<file path="config.mk">
export PLATFORM = sky130hd
export DESIGN_NAME = imem_loader
export DESIGN_NICKNAME = d
export VERILOG_FILES = /design/src/rtl/imem_loader.sv
export SDC_FILE = /design/constraint.sdc
export NUM_CORES = 1
export LEC_CHECK = 0
export ABC_AREA = 1
export BUFFER_PORTS_ARGS = -buffer_cell sky130_fd_sc_hd__buf_4
export CORE_MARGIN = 10
export CORE_UTILIZATION = 45
export CTS_BUF_LIST = sky130_fd_sc_hd__clkbuf_8
export DETAILED_ROUTE_END_ITERATION = 6
export SETUP_SLACK_MARGIN = 0.3
export SLEW_MARGIN = 20
export SYNTH_ARGS = -nofsm -noshare
export SYNTH_HDL_FRONTEND = slang
export SYNTH_SLANG_ARGS = --single-unit
</file>
<file path="constraint.sdc">
create_clock -name clock -period 3.32 [get_ports clock]
set_clock_uncertainty 0.15 [all_clocks]
set_input_delay 0.166 -clock clock [delete_from_list [all_inputs] [get_ports clock]]
set_output_delay 0.166 -clock clock [all_outputs]
set_load 0.1 [all_outputs]
</file>
<file path="src/rtl/imem_loader.sv">
// imem_loader: boot loader that receives a framed UART byte stream, writes big-endian
// words into imem, verifies the payload checksum and releases processor reset on success.
module imem_loader #(
    parameter int          ADDR_W  = 12,
    parameter int          TIMEOUT = 100000,
    parameter logic [7:0]  SYNC    = 8'hA5
) (
    input  logic              clock,
    input  logic              reset,
    input  logic              rx_valid,
    input  logic [7:0]        rx_data,
    output logic              imem_wren,
    output logic [ADDR_W-1:0] imem_addr,
    output logic [31:0]       imem_wdata,
    output logic              proc_reset,
    output logic              load_done,
    output logic              load_error,
    output logic [15:0]       word_count
);
    localparam int          TW  = $clog2(TIMEOUT + 1);
    localparam logic [16:0] CAP = 17'(1) << ADDR_W;

    typedef enum logic [2:0] {IDLE, CNT_H, CNT_L, DATA, CSUM, DONE, ERR} state_t;

    state_t              state_q, state_d;
    logic [15:0]         cnt_q, cnt_d;
    logic [15:0]         wc_q, wc_d;
    logic [1:0]          idx_q, idx_d;
    logic [7:0]          sum_q, sum_d;
    logic [23:0]         asm_q, asm_d;
    logic [TW-1:0]       idle_q, idle_d;
    logic                wren_q, wren_d;
    logic [ADDR_W-1:0]   addr_q, addr_d;
    logic [31:0]         wdata_q, wdata_d;
    logic                timing;

    always_comb begin
        state_d = state_q;
        cnt_d   = cnt_q;
        wc_d    = wc_q;
        idx_d   = idx_q;
        sum_d   = sum_q;
        asm_d   = asm_q;
        wren_d  = 1'b0;
        addr_d  = addr_q;
        wdata_d = wdata_q;
        timing  = state_q inside {CNT_H, CNT_L, DATA, CSUM};
        idle_d  = (rx_valid || !timing) ? '0 : idle_q + 1'b1;
        case (state_q)
            IDLE, DONE, ERR: begin
                if (rx_valid && rx_data == SYNC) begin
                    state_d = CNT_H;
                    wc_d    = '0;
                    idx_d   = '0;
                    sum_d   = '0;
                end
            end
            CNT_H: begin
                if (rx_valid) begin
                    cnt_d   = {rx_data, 8'h00};
                    state_d = CNT_L;
                end
            end
            CNT_L: begin
                if (rx_valid) begin
                    cnt_d   = {cnt_q[15:8], rx_data};
                    state_d = ({1'b0, cnt_d} > CAP) ? ERR : (cnt_d == 16'd0) ? CSUM : DATA;
                end
            end
            DATA: begin
                if (rx_valid) begin
                    sum_d = sum_q + rx_data;
                    asm_d = {asm_q[15:0], rx_data};
                    idx_d = idx_q + 1'b1;
                    // fourth byte completes a word: register the write pulse for next cycle
                    if (idx_q == 2'd3) begin
                        wren_d  = 1'b1;
                        wdata_d = {asm_q, rx_data};
                        addr_d  = wc_q[ADDR_W-1:0];
                        wc_d    = wc_q + 1'b1;
                        if (wc_d == cnt_q) state_d = CSUM;
                    end
                end
            end
            CSUM: begin
                if (rx_valid) state_d = (rx_data == sum_q) ? DONE : ERR;
            end
            default: state_d = IDLE;
        endcase
        if (timing && !rx_valid && idle_q == TW'(TIMEOUT - 1)) state_d = ERR;
    end

    always_ff @(posedge clock or negedge reset) begin
        if (!reset) begin
            state_q <= IDLE;
            cnt_q   <= '0;
            wc_q    <= '0;
            idx_q   <= '0;
            sum_q   <= '0;
            asm_q   <= '0;
            idle_q  <= '0;
            wren_q  <= 1'b0;
            addr_q  <= '0;
            wdata_q <= '0;
        end else begin
            state_q <= state_d;
            cnt_q   <= cnt_d;
            wc_q    <= wc_d;
            idx_q   <= idx_d;
            sum_q   <= sum_d;
            asm_q   <= asm_d;
            idle_q  <= idle_d;
            wren_q  <= wren_d;
            addr_q  <= addr_d;
            wdata_q <= wdata_d;
        end
    end

    assign imem_wren  = wren_q;
    assign imem_addr  = addr_q;
    assign imem_wdata = wdata_q;
    assign proc_reset = state_q != DONE;
    assign load_done  = state_q == DONE;
    assign load_error = state_q == ERR;
    assign word_count = wc_q;
endmodule

</file>
==> impl_metrics.env <==
export IMPL_leakagePower_uw=0.003606
export IMPL_drv_slew=0
export IMPL_cp_num_buf_inv=2
export IMPL_busiest_layer="met2"
export IMPL_yosysWarnings=0
export IMPL_syn_num_nets=777
export IMPL_clk_pin_slew_ns=0.07
export IMPL_syn_to_final_growth_pct=19.98
export IMPL_total_power_uw=6898
export IMPL_drc_errors=0
export IMPL_grt_pass1_vias=5047
export IMPL_multi_input_area_um2=2500
export IMPL_h_tree_depth=4
export IMPL_place_hpwl_mm=11.50
export IMPL_worstSetupStartpointType="flip-flop"
export IMPL_outcome="completed"
export IMPL_grt_ovfl_total=0
export IMPL_cts_resized=0
export IMPL_worst_pin_slew_ns=0.8486
export IMPL_wl_per_cell_um=15.08
export IMPL_syn_inst=755
export IMPL_ys_ff_latch=131
export IMPL_worstPathMaxFanout=14
export IMPL_gp_congestion=0.9376
export IMPL_path_cells="inv_1 -> nand2_1 -> nand2_1 -> nand3_1 -> inv_1 -> nor2_1 -> nand2_2 -> nand2_1 -> nand2_1 -> nand2_1"
export IMPL_grt_pass1_wl_mm=25.56
export IMPL_grt_max_degree=61
export IMPL_io_pins=75
export IMPL_ir_drop_v=0.0006820
export IMPL_tritoncts="yes"
export IMPL_clockBufferDepth=2
export IMPL_nets=867
export IMPL_synth_top_cell_area_share=0.5235
export IMPL_fmax_mhz=419.9
export IMPL_post_route_min_period_ns=2.382
export IMPL_use_met2=0.2606
export IMPL_synth_area_top_cells="dfrtp_1 (52%), nand2_1 (11%), o21ai_0 (7.1%), inv_1 (6.4%), nand3_1 (4.7%)"
export IMPL_drt_initial_drc_count=486
export IMPL_synth_area_per_cell_um2=8.294
export IMPL_cp_slowest_stage_delay_ns=0.42
export IMPL_synthTopCellsByCount="nand2_1 (180), dfrtp_1 (131), inv_1 (106)"
export IMPL_post_cts_buffers=0
export IMPL_drive_gt1_frac=0.1575
export IMPL_power_density_nw_per_um2=918.0
export IMPL_final_hold_viol_count=0
export IMPL_drt_wl_total_mm=15.64
export IMPL_vias=5344
export IMPL_slew_headroom=0.4343
export IMPL_fin_hold_ws_ns=0.09211
export IMPL_fp_dieArea_um2=19030
export IMPL_clockRootBuffer="clkbuf_8"
export IMPL_cp_slowest_cell="dfrtp_1"
export IMPL_grt_use_met3=0.04493
export IMPL_setup_tns_ns=0
export IMPL_critPathTopFamily="simple AND/OR/NAND/NOR gates"
export IMPL_yosys_area_top_type="dfrtp_1"
export IMPL_synth_edf_count=0
export IMPL_crit_top_cell="nand2_1"
export IMPL_die_h_um=138.0
export IMPL_viasPerCell=5.153
export IMPL_core_um2=13770
export IMPL_groute_usage_overall=0.1702
export IMPL_hold_path_class="in2reg"
export IMPL_async_flop_share=1.000
export IMPL_hold_buffers=9
export IMPL_fillers=1349
export IMPL_clkLatencyLatePin_ns=0.45
export IMPL_syn_area_um2=6262
export IMPL_cp_end_kind="flip-flop"
export IMPL_die_w_um=138.0
export IMPL_fp_row_count=43
export IMPL_cts_sinks=131
export IMPL_n_antenna_cell=0
export IMPL_dr_pass1_iters=5
export IMPL_seq_area_frac_synth=0.5235
export IMPL_numCtsBuffers=17
export IMPL_maxCapViolations=0
export IMPL_start_util=0.4547
export IMPL_io_buffers=74
export IMPL_crit_type="reg2reg"
export IMPL_rsz0062_at_grt="false"
export IMPL_antenna_left=0
export IMPL_worstPathArrival_ns=2.57
export IMPL_grt_antenna_before_repair=0
export IMPL_dp_slack_ns=1.005
export IMPL_register_area_um2=3278
export IMPL_cp_required_ns=3.51
export IMPL_setup_viol=0
export IMPL_worst_slack_ns=0.9383
export IMPL_synth_flop_cell="dfrtp_1"
export IMPL_min_period_over_period=0.7174
export IMPL_grt_use_met1=0.2287
export IMPL_synthDistinctLibCells=38
export IMPL_synth_most_common_cell="nand2_1"
-- routing by layer --
layer / vias up / wire (µm)
met4: 0 / 269
met2: 181 / 6991
met1: 2488 / 7360
met5: - / 0
met3: 27 / 1021
li1: 2648 / -
-- area by class of cell --
cell class / instances / area share
Sequential cell: 131 / 0.4363
Multi-Input combinational cell: 494 / 0.3327
Timing Repair Buffer: 89 / 0.09525
Inverter: 112 / 0.05595
Clock buffer: 21 / 0.03847
Tap cell: 180 / 0.02998
Clock inverter: 10 / 0.01132
-- final timing paths --
| kind | start | slack (ns) | depth (start not counted) | to |
|---|---|---|---|---|
| max in group asynchronous | reset | 2.12 | 3 | idle_q[7] |
| worst max register to register | state_q[0] | 0.94 | 10 | state_q[0] |
| min in group asynchronous | reset | 0.12 | 2 | imem_wdata[31] |
| worst max-delay path | state_q[0] | 0.94 | 10 | state_q[0] |
| worst min register to register | idle_q[0] | 0.32 | 1 | idle_q[0] |
| worst min-delay path | rx_valid | 0.09 | 3 | cnt_q[1] |
-- cell families after synthesis --
| logic type | count (synthesis) | synth area share |
|---|---|---|
| xor+xnor | 14 | 0.02198 |
| simple gates | 331 | 0.2320 |
| buf+inv | 130 | 0.07992 |
| flops | 131 | 0.5235 |
| compound gates | 137 | 0.1179 |
| mux | 1 | 0.001598 |
| fa+ha+maj | 11 | 0.02318 |
-- through the flow --
stage / instance area (µm²) / util / instances
after global placement: 7049 / 0.5118 / 997
after detailed placement: 7049 / 0.5118 / 997
after global routing: 7513 / 0.5455 / 1037
after floorplan: 6279 / - / 755
after CTS: 7513 / 0.5455 / 1037
final: 7513 / 0.5455 / 1037
-- layout by cell type (no fill, tap or decap), drive strengths merged --
master	Yosys	routed
a211oi	2	2
o22ai	24	24
nand3b	1	1
bufinv	0	1
clkinvlp	0	2
o21a	2	2
dfrtp	131	131
clkinv	1	6
o21bai	1	1
clkbuf	15	21
nand2	184	184
nor4	7	7
dlygate4sd3	0	9
xnor2	4	4
ha	10	10
a31oi	2	2
xor3	1	1
nor3	17	17
mux2i	1	1
fa	1	1
or2	1	1
buf	3	80
o21ai	94	94
inv	111	113
a21oi	12	12
nand3	60	60
nor2	49	49
xor2	9	9
nand4	10	10
nor3b	2	2
-- power breakdown --
part	total [µW]	switching (µW)	leakage, µW	internal (µW)
registers	2410	303	0.00172	2110
clock network	1270	614	0.000196	659
logic	3220	2430	0.00169	786
-- worst min-delay path: stages --
cell and delay, ns:
buf_4 0.12, nand2_1 0.25, o22ai_1 0.12
-- flip-flops by register name, summed over array words and instances (netlist names) --
name and flops:
state_q 3, idle_q 17, sum_q 8, imem_wren 1
asm_q 24, imem_wdata 32, word_count 16, imem_addr 12
idx_q 2, cnt_q 16
(Power assumes the default switching activity.)
